[src/rtl/pakout_serializer.sv]
// Message-to-packet serializer: 4-phase handshake in, redundancy check, small
// message FIFO, then one 4-phase handshake per packet out, MSB packet first.
module pakout_serializer #(
   parameter int ASZ = 6,
   parameter int DSZ = 4,
   parameter int RSZ = 4,
   parameter int PSZ = 4,
   parameter int FSZ = 2
) (
   input  logic           clk,
   input  logic           reset_n,
   input  logic [ASZ-1:0] i0_src,
   input  logic [ASZ-1:0] i0_dst,
   input  logic [DSZ-1:0] i0_dat,
   input  logic [RSZ-1:0] i0_red,
   input  logic           i0_req,
   output logic           i0_ack,
   output logic [PSZ-1:0] o0_pck,
   output logic           o0_req,
   input  logic           o0_ack,
   output logic           err_red,
   output logic [7:0]     msg_cnt
);

   localparam int HSZ     = 2*ASZ + DSZ;
   localparam int MSZ     = HSZ + RSZ;
   localparam int TOT_PKS = (MSZ + PSZ - 1) / PSZ;
   localparam int FLAT    = TOT_PKS * PSZ;
   localparam int PAD     = FLAT - MSZ;
   localparam int PW      = $clog2(FSZ);
   localparam int CW      = PW + 1;
   localparam int IW      = (TOT_PKS > 1) ? $clog2(TOT_PKS) : 1;

   typedef enum logic [1:0] {IDLE, LOAD, SEND, DROP} state_t;

   // XOR-fold of the protected fields into RSZ-bit chunks, LSB-aligned.
   function automatic logic [RSZ-1:0] calc_redun(input logic [HSZ-1:0] v);
      logic [RSZ-1:0] r;
      r = '0;
      for (int k = 0; k < (HSZ + RSZ - 1) / RSZ; k++) r = r ^ RSZ'(v >> (k*RSZ));
      return r;
   endfunction

   logic           req_s1_q, req_s2_q, ack_s1_q, ack_s2_q;
   logic           i0_ack_q, err_red_q;
   logic [MSZ-1:0] fifo_mem_q [FSZ];
   logic [PW-1:0]  head_q, tail_q;
   logic [CW-1:0]  count_q;
   state_t         state_q, state_d;
   logic [IW-1:0]  pk_idx_q, pk_idx_d;
   logic [FLAT-1:0] shift_q, shift_d;
   logic [7:0]     msg_cnt_q, msg_cnt_d;

   logic full, empty, capture, red_ok, push, pop;

   assign full    = (count_q == CW'(FSZ));
   assign empty   = (count_q == '0);
   assign capture = req_s2_q & ~i0_ack_q & ~full;
   assign red_ok  = (i0_red == calc_redun({i0_src, i0_dst, i0_dat}));
   assign push    = capture & red_ok;
   assign pop     = (state_q == LOAD);

   // NOTE: sequential state uses <= so every flop samples pre-edge values;
   // blocking here would let later statements see already-updated registers.
   always_ff @(posedge clk) begin
      if (!reset_n) begin
         req_s1_q  <= 1'b0;
         req_s2_q  <= 1'b0;
         ack_s1_q  <= 1'b0;
         ack_s2_q  <= 1'b0;
         i0_ack_q  <= 1'b0;
         err_red_q <= 1'b0;
         head_q    <= '0;
         tail_q    <= '0;
         count_q   <= '0;
      end else begin
         req_s1_q <= i0_req;
         req_s2_q <= req_s1_q;
         ack_s1_q <= o0_ack;
         ack_s2_q <= ack_s1_q;
         if (capture)                    i0_ack_q <= 1'b1;
         else if (i0_ack_q && !req_s2_q) i0_ack_q <= 1'b0;
         if (capture && !red_ok) err_red_q <= 1'b1;
         if (push) tail_q <= tail_q + 1'b1;
         if (pop)  head_q <= head_q + 1'b1;
         if (push && !pop)      count_q <= count_q + 1'b1;
         else if (pop && !push) count_q <= count_q - 1'b1;
      end
   end

   // NOTE: the storage array is deliberately not reset; the count alone
   // decides validity, so stale words are never read.
   always_ff @(posedge clk) begin
      if (push) fifo_mem_q[tail_q] <= {i0_src, i0_dst, i0_dat, i0_red};
   end

   // NOTE: every variable gets a default before the case, so no path can
   // leave one unassigned and infer a latch.
   always_comb begin
      state_d   = state_q;
      pk_idx_d  = pk_idx_q;
      shift_d   = shift_q;
      msg_cnt_d = msg_cnt_q;
      case (state_q)
         IDLE: if (!empty) state_d = LOAD;
         LOAD: begin
            shift_d  = FLAT'(fifo_mem_q[head_q]) << PAD;
            pk_idx_d = '0;
            state_d  = SEND;
         end
         SEND: if (ack_s2_q) state_d = DROP;
         DROP: begin
            if (!ack_s2_q) begin
               if (pk_idx_q == IW'(TOT_PKS - 1)) begin
                  msg_cnt_d = msg_cnt_q + 8'd1;
                  state_d   = IDLE;
               end else begin
                  pk_idx_d = pk_idx_q + 1'b1;
                  shift_d  = shift_q << PSZ;
                  state_d  = SEND;
               end
            end
         end
         default: state_d = IDLE;
      endcase
   end

   always_ff @(posedge clk) begin
      if (!reset_n) begin
         state_q   <= IDLE;
         pk_idx_q  <= '0;
         shift_q   <= '0;
         msg_cnt_q <= '0;
      end else begin
         state_q   <= state_d;
         pk_idx_q  <= pk_idx_d;
         shift_q   <= shift_d;
         msg_cnt_q <= msg_cnt_d;
      end
   end

   assign i0_ack  = i0_ack_q;
   assign err_red = err_red_q;
   assign msg_cnt = msg_cnt_q;
   assign o0_req  = (state_q == SEND);
   assign o0_pck  = shift_q[FLAT-1 -: PSZ];

endmodule

[config.mk]
export PLATFORM = sky130hd
export DESIGN_NAME = pakout_serializer
export DESIGN_NICKNAME = d
export VERILOG_FILES = /design/src/rtl/pakout_serializer.sv
export SDC_FILE = /design/constraint.sdc
export NUM_CORES = 1
export LEC_CHECK = 0
export ABC_AREA = 1
export CAP_MARGIN = 30
export CORE_ASPECT_RATIO = 1.75
export CORE_UTILIZATION = 25
export DETAILED_ROUTE_END_ITERATION = 10
export GPL_TIMING_DRIVEN = 0
export PLACE_DENSITY_LB_ADDON = 0.15
export SLEW_MARGIN = 5
export SYNTH_ARGS = -nofsm -noshare
export SYNTH_HDL_FRONTEND = slang
export SYNTH_SLANG_ARGS = --single-unit
[constraint.sdc]
create_clock -name clk -period 3.28 [get_ports clk]
set_input_delay 0.328 -clock clk [delete_from_list [all_inputs] [get_ports clk]]
set_output_delay 0.328 -clock clk [all_outputs]
set_load 0.02 [all_outputs]
==> flow_metrics.py <==
metrics = {
    "status": {
        "outcome": "completed",
    },
    "finish": {
        "multi_input_area_sq_um": 1195,
        "areaGrowthSynthToFinish_pct": 25.80,
        "drive_above_1_share_pct": 7.289,
        "seq_area_sq_um": 2082,
        "final_cells": 616,
        "n_antenna_cell": 0,
        "num-nets-final": 462,
        "fillers": 1501,
    },
    "routing": {
        "wirelength_microns": 8314,
        "num_vias": 2691,
        "vias_per_cell": 4.369,
        "drtAntennaViolNets": 0,
        "drt_first_pass_iters": 5,
        "wire_per_inst_microns": 13.50,
        "drc": 0,
        "dr.first_iter.drc_count": 115,
    },
    "clock_network": {
        "post-cts-setup-buffer-count": 0,
        "cts_root_buf": "clkbuf_16",
        "cts_hold_buf": 0,
        "clock_path_buffers": 2,
        "htreeDepth": 3,
        "clock_latency_ns": 0.33,
        "post_cts_resized": 0,
        "cts_buffers": 9,
        "numClockSinks": 84,
        "cts_tree": "yes",
        "cts.clk_slew.worst_paths_ns": 0.06,
    },
    "pwr": {
        "peakVddDrop_v": 0.0002923,
        "p_per_area_nw_per_um2": 637.4,
        "total_power_mw": 2.842,
        "leakage_nw": 1.739,
    },
    "flow_run": {
        "drv_cap": 0,
    },
    "timing": {
        "min_period_ns": 2.373,
        "skew_ns": 0.005045,
        "fin_crit_sh_pct": 72.35,
        "slew-limit-headroom_pct": 40.46,
        "rsz0062_at_grt": "no",
        "slew_viol_final": 0,
        "finalHoldViolCount": 0,
        "final.setup.tns_ns": 0,
        "setup_viol": 0,
        "worst_pin_slew_ns": 0.8921,
        "max_freq_mhz": 421.4,
    },
    "floorplan": {
        "row_count": 57,
        "dieArea_sq_um": 14680,
        "io_pins": 39,
        "core-area_sq_um": 13840,
        "start_util_pct": 25.62,
        "dieHeight_microns": 159.5,
        "fp.dieW_microns": 92.01,
    },
    "yosys": {
        "syn_inst": 384,
        "synth-seq-cells": 84,
        "synthesis.nets": 412,
        "yosysUniqueCellTypes": 32,
        "avgSynthCellArea_sq_um": 9.231,
        "ys_warn_count": 0,
        "synth_area_sq_um": 3545,
        "ys_seq_area_share_pct": 58.74,
    },
    "global_routing": {
        "grt_max_degree": 21,
        "grt_pass1_wl_microns": 13590,
        "grt_use_total_pct": 12.29,
        "antenna_found_initial": 0,
        "grt_remaining_overflow": 0,
        "grt_pass1_vias": 2774,
    },
    "placed_design": {
        "dp.cells": 600,
        "port-buffer-count": 38,
        "gp_congestion": 0.7154,
        "dp_hpwl_microns": 6047,
    },
    "worst_setup_path": {
        "critPathSlowestCell": "inv_1",
        "r2r-end": "fifo_mem_q[1][3]$_DFFE_PP_",
        "cp_common_cell": "nand2_1",
        "cp.arrival_ns": 2.33,
        "crit_fanout": 20,
        "cp-end-kind": "flop",
        "startpoint_type": "primary input",
        "worst_r2r_path_depth": 5,
        "rrSetupSlack_ns": 1.30,
        "crit_type": "primary input to flop",
        "cp-endpoint": "fifo_mem_q[1][3]$_DFFE_PP_",
        "startpoint": "i0_src[2]",
        "r2r_start": "count_q[1]$_SDFFE_PN0P_",
        "critPathRequiredTime_ns": 3.23,
        "critical_path.max_stage_delay_ns": 0.68,
        "crit_chain": "clkdlybuf4s50_1, inv_1, nand2_1, nand2_1, nand2_1, nand2_1, nand2_1, nand2_1, nor2_1, nand4_1, inv_1",
    },
    "worst_hold_path": {
        "hp-class": "flop to flop",
    },
}
[cell usage in the layout, fill, tap and decap left out, types with 2 or more instances in the layout]
cell,netlist,layout
buf_4,6,6
inv_1,43,43
xor2_1,2,2
clkbuf_16,0,9
clkbuf_1,10,10
a21oi_1,34,34
xnor2_1,2,2
o21ai_0,14,14
inv_2,3,3
clkdlybuf4s50_1,0,38
nand2_1,96,96
dfxtp_1,44,44
nand2_2,2,2
nand4_1,3,3
edfxtp_1,40,40
nor2_2,1,2
clkinv_1,1,5
nor2_1,21,20
o211ai_1,16,16
nor3b_1,2,2
a211oi_1,3,3
nand3_1,23,23
ha_1,4,4
nor3_1,2,2
nand3b_1,3,3
[per-layer routing]
layer | GRT usage (%) | share of wire (%) | vias up
li1 | - | - | 1377
met1 | 12.09 | 38 | 1253
met2 | 23.98 | 56 | 48
met3 | 2.483 | 3.4 | 13
met4 | 5.398 | 2.3 | 0
met5 | 0 | 0 | -
[cells by family (layout without fill, tap and decap cells)]
kind of cell             after synthesis  count (layout)  share of synthesized area [%]
AND/OR/NAND/NOR                      158             158                          19.70
flip-flops                            84              84                          58.74
AO/OA/AOI/OAI                         70              70                          11.54
buffers and inverters                 64             119                          7.624
adder cells (fa/ha/maj)                4               4                          1.412
XOR/XNOR                               4               4                         0.9885
[final cells by class]
class,instances,area share [%]
sequential,84,46.69
multi-input combinational,236,26.80
timing repair buffer,39,9.147
clock buffer,9,5.051
tap,177,4.966
inverter,47,3.956
buffer,17,2.104
clock inverter,7,1.291
[worst max-delay path: cells and delay by family]
family / cells / cell delay, ns
buf+inv: 3 / 1.26
simple gates: 8 / 0.71
[state kept, by name, summed over array words and instances (netlist names), named ones only]
name and count:
fifo_mem_q 40, shift_q 20, msg_cnt 8, pk_idx_q 3, count_q 2, state_q 2, ack_s1_q 1, ack_s2_q 1
err_red 1, head_q 1, i0_ack 1, req_s1_q 1, req_s2_q 1, tail_q 1
[synth_stat cells]
cell / n / share of area (%)
o311ai_0: 1 / 0.25
o211ai_1: 16 / 3.4
xor2_1: 2 / 0.49
buf_6: 1 / 0.32
o311a_1: 1 / 0.28
dfxtp_1: 44 / 25
nor3b_1: 2 / 0.42
nand2_2: 2 / 0.35
a211oi_1: 3 / 0.64
nor3_4: 1 / 0.46
buf_4: 6 / 1.3
nor3_2: 1 / 0.28
clkinv_1: 1 / 0.11
ha_1: 4 / 1.4
inv_2: 3 / 0.32
edfxtp_1: 40 / 34
clkbuf_1: 10 / 1.1
o21ai_0: 14 / 2.0
nand3_1: 23 / 3.2
nor2_2: 1 / 0.18
nand2_4: 1 / 0.32
nor2_1: 21 / 2.2
o21a_1: 1 / 0.21
nor2_4: 1 / 0.32
nor3_1: 2 / 0.28
nand3_2: 1 / 0.28
inv_1: 43 / 4.6
nand4_1: 3 / 0.53
a21oi_1: 34 / 4.8
xnor2_1: 2 / 0.49
nand3b_1: 3 / 0.64
nand2_1: 96 / 10
[metrics by stage]
stage | hold WS, ns | instance area [sq um] | setup WS, ns | utilization [%]
after floorplan | 0.3905 | 3545 | 1.073 | -
after global placement | 0.3952 | 4146 | -0.3241 | 29.97
after detailed placement | 0.4019 | 4177 | 0.5054 | 30.19
after CTS | 0.4211 | 4459 | 0.8582 | 32.23
after global routing | 0.4283 | 4459 | 0.6872 | 32.23
final | 0.4127 | 4459 | 0.9069 | 32.23
[worst min-delay path by stage]
stage / start / to / slack, ns / cells past startpoint
floorplan: ack_s1_q$_SDFF_PN0_ / ack_s2_q$_SDFF_PN0_ / 0.39 / 2
global placement: ack_s1_q$_SDFF_PN0_ / ack_s2_q$_SDFF_PN0_ / 0.40 / 2
detailed placement: ack_s1_q$_SDFF_PN0_ / ack_s2_q$_SDFF_PN0_ / 0.40 / 2
CTS: req_s1_q$_SDFF_PN0_ / req_s2_q$_SDFF_PN0_ / 0.42 / 2
global route: ack_s1_q$_SDFF_PN0_ / ack_s2_q$_SDFF_PN0_ / 0.43 / 2
finish: req_s1_q$_SDFF_PN0_ / req_s2_q$_SDFF_PN0_ / 0.41 / 2
[where the power goes]
group / internal, mW / leakage (nW) / switching, mW
clock network: 0.578 / 0.135 / 0.389
registers: 1.19 / 0.718 / 0.0450
logic: 0.243 / 0.886 / 0.401
total: 2.01 / 1.74 / 0.835
Note: power is estimated with default switching activity, not from simulation.
